$ cat src/rtl/wf_rgb_framebuf_pkg.sv
// Shared types and constants for the double-buffered RGB framebuffer.
// Latency: n/a (declarations only).
// Backpressure: n/a (declarations only).
package wf_rgb_framebuf_pkg;

  localparam int FB_ADDR_W = 6;
  localparam int FB_DEPTH  = 64;
  localparam int FB_PIX_W  = 16;
  localparam int ROW_W     = 3;

  // Pixel layout {1'b0, RED, GRN, BLUE}
  localparam int PIX_BLUE_LSB = 0;
  localparam int PIX_BLUE_MSB = 4;
  localparam int PIX_GRN_LSB  = 5;
  localparam int PIX_GRN_MSB  = 9;
  localparam int PIX_RED_LSB  = 10;
  localparam int PIX_RED_MSB  = 14;

  typedef logic [FB_ADDR_W-1:0] fb_addr_t;
  typedef logic [FB_PIX_W-1:0]  fb_pix_t;

  typedef enum logic [1:0] {
    ST_IDLE    = 2'd0,
    ST_PENDING = 2'd1,
    ST_CLEAR   = 2'd2
  } fb_state_t;

  function automatic fb_pix_t pix_pack(input logic [4:0] red,
                                       input logic [4:0] grn,
                                       input logic [4:0] blue);
    fb_pix_t p;
    p = '0;
    p[PIX_RED_MSB:PIX_RED_LSB]   = red;
    p[PIX_GRN_MSB:PIX_GRN_LSB]   = grn;
    p[PIX_BLUE_MSB:PIX_BLUE_LSB] = blue;
    return p;
  endfunction

endpackage

$ cat src/rtl/wf_rgb_framebuf_if.sv
// Writer, swap-control and display-read signals of the framebuffer.
// Latency: n/a (wiring only).
// Backpressure: wr_ready gates the writer; commit is not queued while swap_pending.
interface wf_rgb_framebuf_if;
  import wf_rgb_framebuf_pkg::*;

  logic     wr_en;
  fb_addr_t wr_addr;
  fb_pix_t  wr_data;
  logic     wr_ready;
  logic     commit;
  logic     swap_pending;
  logic     frame_swapped;
  logic     scan_done;
  fb_addr_t rd_addr;
  fb_pix_t  rd_pixels;

  modport master (
    output wr_en, wr_addr, wr_data, commit, scan_done, rd_addr,
    input  wr_ready, swap_pending, frame_swapped, rd_pixels
  );

  modport slave (
    input  wr_en, wr_addr, wr_data, commit, scan_done, rd_addr,
    output wr_ready, swap_pending, frame_swapped, rd_pixels
  );
endinterface

$ cat src/rtl/wf_rgb_dpram.sv
// One 64x16 pixel bank: single write port, single registered read port.
// Latency: read data valid one clk after raddr.
// Backpressure: none; write happens whenever we is high.
module wf_rgb_dpram
  import wf_rgb_framebuf_pkg::*;
(
  input  logic     clk,
  input  logic     rst,
  input  logic     we,
  input  fb_addr_t waddr,
  input  fb_pix_t  wdata,
  input  fb_addr_t raddr,
  output fb_pix_t  rdata
);

  fb_pix_t mem [FB_DEPTH];

  // Storage array; contents deliberately survive reset
  always_ff @(posedge clk) begin
    if (we) mem[waddr] <= wdata;
  end

  // Registered read port, cleared on reset so rd_pixels starts at zero
  always_ff @(posedge clk or posedge rst) begin
    if (rst) rdata <= '0;
    else     rdata <= mem[raddr];
  end

endmodule

$ cat src/rtl/wf_rgb_framebuf.sv
// Double-buffered 8x8 RGB framebuffer; commit swaps front/back at the next frame end.
// Latency: rd_pixels one clk after rd_addr; swap at first frame end after commit.
// Backpressure: wr_ready low while a swap is pending (or back bank clearing); such writes drop.
// Optional feature macro WF_FB_CLEAR_ON_SWAP_EN: zero the new back bank after every swap.
module wf_rgb_framebuf
  import wf_rgb_framebuf_pkg::*;
#(
  parameter int SCAN_ROWS = 8
) (
  input logic              clk,
  input logic              rst,
  wf_rgb_framebuf_if.slave bus
);

  localparam logic [ROW_W-1:0] ROW_LAST = ROW_W'(SCAN_ROWS - 1);

  fb_state_t        state;
  fb_state_t        state_nxt;
  logic             bank_sel;
  logic             rd_sel;
  logic [ROW_W-1:0] row_cnt;
  logic             frame_end;
  logic             swap;
  logic             frame_swapped_q;
  logic             bank_we;
  fb_addr_t         bank_waddr;
  fb_pix_t          bank_wdata;
  fb_pix_t          q0;
  fb_pix_t          q1;

`ifdef WF_FB_CLEAR_ON_SWAP_EN
  fb_addr_t         clr_addr;
`endif

  assign frame_end = bus.scan_done && (row_cnt == ROW_LAST);

  // Row counter follows the display driver independently of swap state
  always_ff @(posedge clk or posedge rst) begin
    if (rst)                row_cnt <= '0;
    else if (bus.scan_done) row_cnt <= (row_cnt == ROW_LAST) ? '0 : row_cnt + 1'b1;
  end

  // FSM state register
  always_ff @(posedge clk or posedge rst) begin
    if (rst) state <= ST_IDLE;
    else     state <= state_nxt;
  end

  // Next state: a commit seen together with a frame end only arms the swap,
  // because PENDING is entered after that frame end has already passed
  always_comb begin
    state_nxt = state;
    swap      = 1'b0;
    unique case (state)
      ST_IDLE: begin
        if (bus.commit) state_nxt = ST_PENDING;
      end
      ST_PENDING: begin
        if (frame_end) begin
          swap = 1'b1;
`ifdef WF_FB_CLEAR_ON_SWAP_EN
          state_nxt = ST_CLEAR;
`else
          state_nxt = ST_IDLE;
`endif
        end
      end
`ifdef WF_FB_CLEAR_ON_SWAP_EN
      ST_CLEAR: begin
        if (clr_addr == fb_addr_t'(FB_DEPTH - 1)) state_nxt = ST_IDLE;
      end
`endif
      default: state_nxt = ST_IDLE;
    endcase
  end

`ifdef WF_FB_CLEAR_ON_SWAP_EN
  // Clear sweep address: walks 0..63 while in CLEAR, parked at 0 otherwise
  always_ff @(posedge clk or posedge rst) begin
    if (rst)                    clr_addr <= '0;
    else if (state == ST_CLEAR) clr_addr <= clr_addr + 1'b1;
    else                        clr_addr <= '0;
  end
`endif

  // Bank select, swap pulse and read-side bank snapshot; rd_sel captures the
  // bank that was front when rd_addr was presented
  always_ff @(posedge clk or posedge rst) begin
    if (rst) begin
      bank_sel        <= 1'b0;
      frame_swapped_q <= 1'b0;
      rd_sel          <= 1'b0;
    end else begin
      if (swap) bank_sel <= ~bank_sel;
      frame_swapped_q <= swap;
      rd_sel          <= bank_sel;
    end
  end

  // Back-bank write source: writer in IDLE, zero sweep in CLEAR
  always_comb begin
    bank_we    = bus.wr_en && (state == ST_IDLE);
    bank_waddr = bus.wr_addr;
    bank_wdata = bus.wr_data;
`ifdef WF_FB_CLEAR_ON_SWAP_EN
    if (state == ST_CLEAR) begin
      bank_we    = 1'b1;
      bank_waddr = clr_addr;
      bank_wdata = '0;
    end
`endif
  end

  wf_rgb_dpram u_bank0 (
    .clk   (clk),
    .rst   (rst),
    .we    (bank_we && bank_sel),
    .waddr (bank_waddr),
    .wdata (bank_wdata),
    .raddr (bus.rd_addr),
    .rdata (q0)
  );

  wf_rgb_dpram u_bank1 (
    .clk   (clk),
    .rst   (rst),
    .we    (bank_we && !bank_sel),
    .waddr (bank_waddr),
    .wdata (bank_wdata),
    .raddr (bus.rd_addr),
    .rdata (q1)
  );

  assign bus.wr_ready      = (state == ST_IDLE);
  assign bus.swap_pending  = (state == ST_PENDING);
  assign bus.frame_swapped = frame_swapped_q;
  assign bus.rd_pixels     = rd_sel ? q1 : q0;

endmodule

$ cat src/flat_wrapper.sv
// flat-port wrapper written by rule: the top's interface ports become plain ports
module wf_rgb_framebuf_flat import wf_rgb_framebuf_pkg::*;
#(
  parameter int SCAN_ROWS = 8
)
  (clk, rst, bus_wr_en, bus_wr_addr, bus_wr_data, bus_commit, bus_scan_done, bus_rd_addr, bus_wr_ready, bus_swap_pending, bus_frame_swapped, bus_rd_pixels);
  wf_rgb_framebuf_if bus_i ();
  input logic clk;
  input logic rst;
  input wire logic [$bits(bus_i.wr_en)-1:0] bus_wr_en;
  input wire logic [$bits(bus_i.wr_addr)-1:0] bus_wr_addr;
  input wire logic [$bits(bus_i.wr_data)-1:0] bus_wr_data;
  input wire logic [$bits(bus_i.commit)-1:0] bus_commit;
  input wire logic [$bits(bus_i.scan_done)-1:0] bus_scan_done;
  input wire logic [$bits(bus_i.rd_addr)-1:0] bus_rd_addr;
  output wire logic [$bits(bus_i.wr_ready)-1:0] bus_wr_ready;
  output wire logic [$bits(bus_i.swap_pending)-1:0] bus_swap_pending;
  output wire logic [$bits(bus_i.frame_swapped)-1:0] bus_frame_swapped;
  output wire logic [$bits(bus_i.rd_pixels)-1:0] bus_rd_pixels;
  assign bus_i.wr_en = bus_wr_en;
  assign bus_i.wr_addr = bus_wr_addr;
  assign bus_i.wr_data = bus_wr_data;
  assign bus_i.commit = bus_commit;
  assign bus_i.scan_done = bus_scan_done;
  assign bus_i.rd_addr = bus_rd_addr;
  assign bus_wr_ready = bus_i.wr_ready;
  assign bus_swap_pending = bus_i.swap_pending;
  assign bus_frame_swapped = bus_i.frame_swapped;
  assign bus_rd_pixels = bus_i.rd_pixels;
  wf_rgb_framebuf #(.SCAN_ROWS(SCAN_ROWS)) u_core (.clk(clk), .rst(rst), .bus(bus_i));
endmodule
$ cat config.mk
export PLATFORM = sky130hd
export DESIGN_NAME = wf_rgb_framebuf_flat
export DESIGN_NICKNAME = d
export VERILOG_FILES = /design/src/rtl/wf_rgb_framebuf_pkg.sv /design/src/rtl/wf_rgb_framebuf_if.sv /design/src/rtl/wf_rgb_dpram.sv /design/src/rtl/wf_rgb_framebuf.sv /design/src/flat_wrapper.sv
export SDC_FILE = /design/constraint.sdc
export NUM_CORES = 2
export LEC_CHECK = 0
export CAP_MARGIN = 15
export CORE_ASPECT_RATIO = 0.8
export CORE_MARGIN = 10
export CORE_UTILIZATION = 55
export CTS_CLUSTER_DIAMETER = 200
export CTS_CLUSTER_SIZE = 12
export DETAILED_ROUTE_END_ITERATION = 8
export GPL_TIMING_DRIVEN = 0
export HOLD_SLACK_MARGIN = 0.06
export PLACE_DENSITY = 0.71
export SLEW_MARGIN = 30
export SYNTH_ARGS = -nofsm -noshare
export SYNTH_HDL_FRONTEND = slang
export SYNTH_SLANG_ARGS = --single-unit
$ cat constraint.sdc
create_clock -name clk -period 3.3 [get_ports clk]
set_input_delay 0.66 -clock clk [delete_from_list [all_inputs] [get_ports clk]]
set_output_delay 0.66 -clock clk [all_outputs]
set_load 0.05 [all_outputs]
==> flow_summary_export.csv <==
group,metric,value,unit
sta,timing.final.crit_share,1.08,
die,core.rowCount,125,
cts,cts_max_level,4,
die,coreArea,0.145,mm2
cts,ctsLongestPathBuffers,3,
logic_synthesis,synth_most_common_cell,"sky130_fd_sc_hd__edfxtp_1",
pwr,total_leakage_power,29.2,nW
place,place_hpwl,168,mm
layout,syn2layout_area_growth,15.2,%
cts,tritoncts,"yes",
critical_path,crit_path_max_incr_delay,1010,ps
sta,finalMaxSlewViolations,0,
die,die_y,361,um
logic_synthesis,yosysWarningCount,0,
logic_synthesis,synth_enable_flop_cells,2048,
detailed_routing,post_drt_wl_per_cell,41.9,um
logic_synthesis,synthTopCellsByCount,"sky130_fd_sc_hd__edfxtp_1 (2048), sky130_fd_sc_hd__mux4_2 (434), sky130_fd_sc_hd__mux2i_1 (250)",
run_status,failed_checks,"DRC, setup timing",
place,port_bufs,41,
layout,instances_no_fill,6013,
die,dieArea,0.161,mm2
logic_synthesis,post_synth_inst_count,3684,
layout,fillCellCount,9257,
run_status,outcome,"complete, but fails checks",
logic_synthesis,netlist_top_cells_area,"sky130_fd_sc_hd__edfxtp_1 (77%), sky130_fd_sc_hd__mux4_2 (12%), sky130_fd_sc_hd__mux2i_1 (3.1%)",
sta,clock-skew-final,34.9,ps
sta,tightestPinTransition,1240,ps
sta,maxSlewHeadroom,0.169,
detailed_routing,antenna_violating_nets_post_route,0,
layout,seqCellArea,0.0625,mm2
sta,finalSetupViolations,488,
job,max_cap_violations,0,
logic_synthesis,syn_nets,3719,
detailed_routing,detail_route.first_pass.iterations,9,
cts,cts_inserted_buffers,191,
detailed_routing,avgViaCountPerCell,7.25,
die,horizontal_die_dimension,446,um
logic_synthesis,mean_cell_area_of_the_mapped_netlist,21.7,um2
layout,drive_above_1_share,0.276,
place,worst_setup_timing_slack_at_the_placement_stage,-1540,ps
logic_synthesis,synth.ff_latch_count,2087,
pwr,cellPowerDensity,578,mW/mm2
layout,design.final.nets,4077,
cts,cts_root_buf,"sky130_fd_sc_hd__clkbuf_16",
sta,tns,-38700,ps
global_route,antenna_found_initial,26,
logic_synthesis,async_set_reset_flop_share_out_of_synthesis,0.0187,
logic_synthesis,ys.flop_type,"sky130_fd_sc_hd__edfxtp_1",
logic_synthesis,syn-cell-area,0.0800,mm2
place,finalWeightedCongestion,1.04,
place,post-place-cells,5741,
detailed_routing,drc,8,
critical_path,startpoint_type,"flop",
detailed_routing,num_vias,43600,
pwr,ir_drop,614,uV
sta,setup_slack,-273,ps
critical_path,critical_path.slowest_cell,"sky130_fd_sc_hd__nand2_1",
sta,unrepaired_setup_endpoints_after_global_routing,"true",
sta,finalHoldViolCount,0,
logic_synthesis,synthDominantCellAreaShare,0.769,
layout,final_instance_area,0.0921,mm2
die,ioPinCount,52,
critical_path,crit_type,"flop to flop",
detailed_routing,count_of_routing_violations_after_the_opening_detailed_route_iteration,8675,
worst_hold_path,hold_path_class,"primary input to flop",
die,floorplan.initialDensity,0.552,
global_route,largest_net_degree_at_the_start_of_global_routing,97,
sta,clock_period_minus_worst_slack,3570,ps
logic_synthesis,synth_largest_area_cell,"sky130_fd_sc_hd__edfxtp_1",
critical_path,timing.critical_path.cells,"nor3b_2 > nand2_1 > nor2_4",
cts,clkSlewWorstSetupHoldPaths,60,ps
global_route,groute.usage.overall,0.310,
critical_path,path_max_fanout,16,
global_route,grt_overflow,0,
pwr,post-layout-total-power,53.2,mW
place,dpl-instance-area,0.0864,mm2
critical_path,worst_ep_required_time,3750,ps
logic_synthesis,synth_cell_types,44,
global_route,number_of_global_route_vias_before_repair,41000,
cts,clock-sinks,2087,
critical_path,arrival_time_reported_for_the_critical_path_endpoint,4020,ps
global_route,grt_pass1_wl,342,mm
layout,area_of_combinational_cells_with_multiple_inputs,0.0175,mm2
cts,insertion_delay,850,ps
detailed_routing,postRouteWirelength,252,mm
critical_path,critical_path.endpoint_type,"flop",
sta,max_clock_freq,0.280,GHz
logic_synthesis,yosysSeqAreaShare,0.781,
==> through the flow <==
stage / utilization / hold slack (ps)
2_1_floorplan: - / 406
3_3_place_gp: 0.571 / 427
3_5_place_dp: 0.596 / 459
4_1_cts: 0.634 / 173
5_1_grt: 0.636 / 192
6_report: 0.636 / 201
==> sequential cells by signal, summed over array words and instances (netlist names) <==
signal,flops
u_core.bank_sel,1
u_core.bus.frame_swapped,1
u_core.rd_sel,1
u_core.row_cnt,3
u_core.state,1
u_core.u_bank0.mem,1024
u_core.u_bank0.rdata,16
u_core.u_bank1.mem,1024
u_core.u_bank1.rdata,16
==> path summary, 6_finish.rpt <==
path | start | to | slack (ps) | depth (start not counted)
max | u_core.state[0]$_DFFE_PP0P_ | u_core.u_bank1.mem[27][15]$_DFFE_PP_ | -270 | 3
min | bus_wr_data[4] | u_core.u_bank1.mem[40][4]$_DFFE_PP_ | 200 | 1
max reg2reg | u_core.state[0]$_DFFE_PP0P_ | u_core.u_bank1.mem[27][15]$_DFFE_PP_ | -270 | 3
min reg2reg | u_core.bank_sel$_DFFE_PP0P_ | u_core.rd_sel$_DFF_PP0_ | 470 | 0
max in group asynchronous | rst | u_core.u_bank1.rdata[6]$_DFF_PP0_ | 2220 | 4
min in group asynchronous | rst | u_core.bus.frame_swapped$_DFF_PP0_ | 640 | 3
==> worst max-delay path: cells and delay by family (launching register included) <==
family | cells | cell delay, ps
flops | 1 | 430
simple gates | 3 | 2730
==> power by group <==
| part | internal (mW) | total, mW | switching, mW |
|---|---|---|---|
| clock | 10.5 | 19.9 | 9.42 |
| sequential | 29.2 | 29.3 | 0.0683 |
| combinational | 1.22 | 4.02 | 2.80 |
==> per-layer routing <==
| layer | GRT usage | wire, um | vias to the layer above |
|---|---|---|---|
| met5 | 0.00629 | 205 | - |
| met4 | 0.146 | 15000 | 24 |
| met3 | 0.168 | 46300 | 846 |
| met2 | 0.411 | 103000 | 4131 |
| met1 | 0.418 | 87500 | 22400 |
| li1 | - | - | 16100 |
==> logic make-up (layout without fill, tap and decap cells) <==
family,count (synthesis),after routing,synth area share
flip-flops,2087,2087,0.781
multiplexers,710,710,0.157
AND/OR/NAND/NOR,345,345,0.0192
AO/OA/AOI/OAI,318,318,0.0284
buffers and inverters,221,633,0.0134
adder cells (fa/ha/maj),2,2,0.000313
XOR/XNOR,1,1,0.000110
other,0,12,0
==> area by class of cell <==
class                   count  share of cell area
plain buffers             205              0.0127
clock buffers             233              0.0538
well taps                1905              0.0259
multi-input cells        1376               0.190
repair buffers            168              0.0357
diodes                     12            0.000326
clock inverters            14             0.00273
inverters                  13            0.000530
flip-flops and latches   2087               0.678
==> timing repair <==
action,CTS,global route
hold buffers,1,0
setup endpoints to repair,264,216
cloned,0,0
endpoints found under the hold margin,11,0
pin swaps,15,8
resized for setup,48,77
buffers inserted,8,4
==> layout by cell type, fill, tap and decap left out, types with 17 or more instances in the layout <==
| cell type | n |
|---|---|
| sky130_fd_sc_hd__edfxtp_1 | 2048 |
| sky130_fd_sc_hd__mux4_2 | 434 |
| sky130_fd_sc_hd__mux2i_1 | 250 |
| sky130_fd_sc_hd__clkbuf_16 | 192 |
| sky130_fd_sc_hd__nor2_4 | 126 |
| sky130_fd_sc_hd__a22oi_1 | 116 |
| sky130_fd_sc_hd__clkbuf_1 | 83 |
| sky130_fd_sc_hd__nand2_1 | 79 |
| sky130_fd_sc_hd__buf_16 | 77 |
| sky130_fd_sc_hd__buf_2 | 55 |
| sky130_fd_sc_hd__clkbuf_2 | 44 |
| sky130_fd_sc_hd__o221ai_1 | 39 |
| sky130_fd_sc_hd__dfrtp_1 | 39 |
| sky130_fd_sc_hd__buf_6 | 36 |
| sky130_fd_sc_hd__nand3_1 | 32 |
| sky130_fd_sc_hd__a21oi_1 | 29 |
| sky130_fd_sc_hd__buf_4 | 28 |
| sky130_fd_sc_hd__mux2_2 | 26 |
| sky130_fd_sc_hd__buf_8 | 25 |
| sky130_fd_sc_hd__o21ai_0 | 24 |
| sky130_fd_sc_hd__clkbuf_4 | 23 |
| sky130_fd_sc_hd__a221oi_1 | 19 |
| sky130_fd_sc_hd__nor2b_1 | 18 |
| sky130_fd_sc_hd__nor2_1 | 17 |
| sky130_fd_sc_hd__nand4_1 | 17 |
Note: power is estimated with default switching activity, not from simulation.
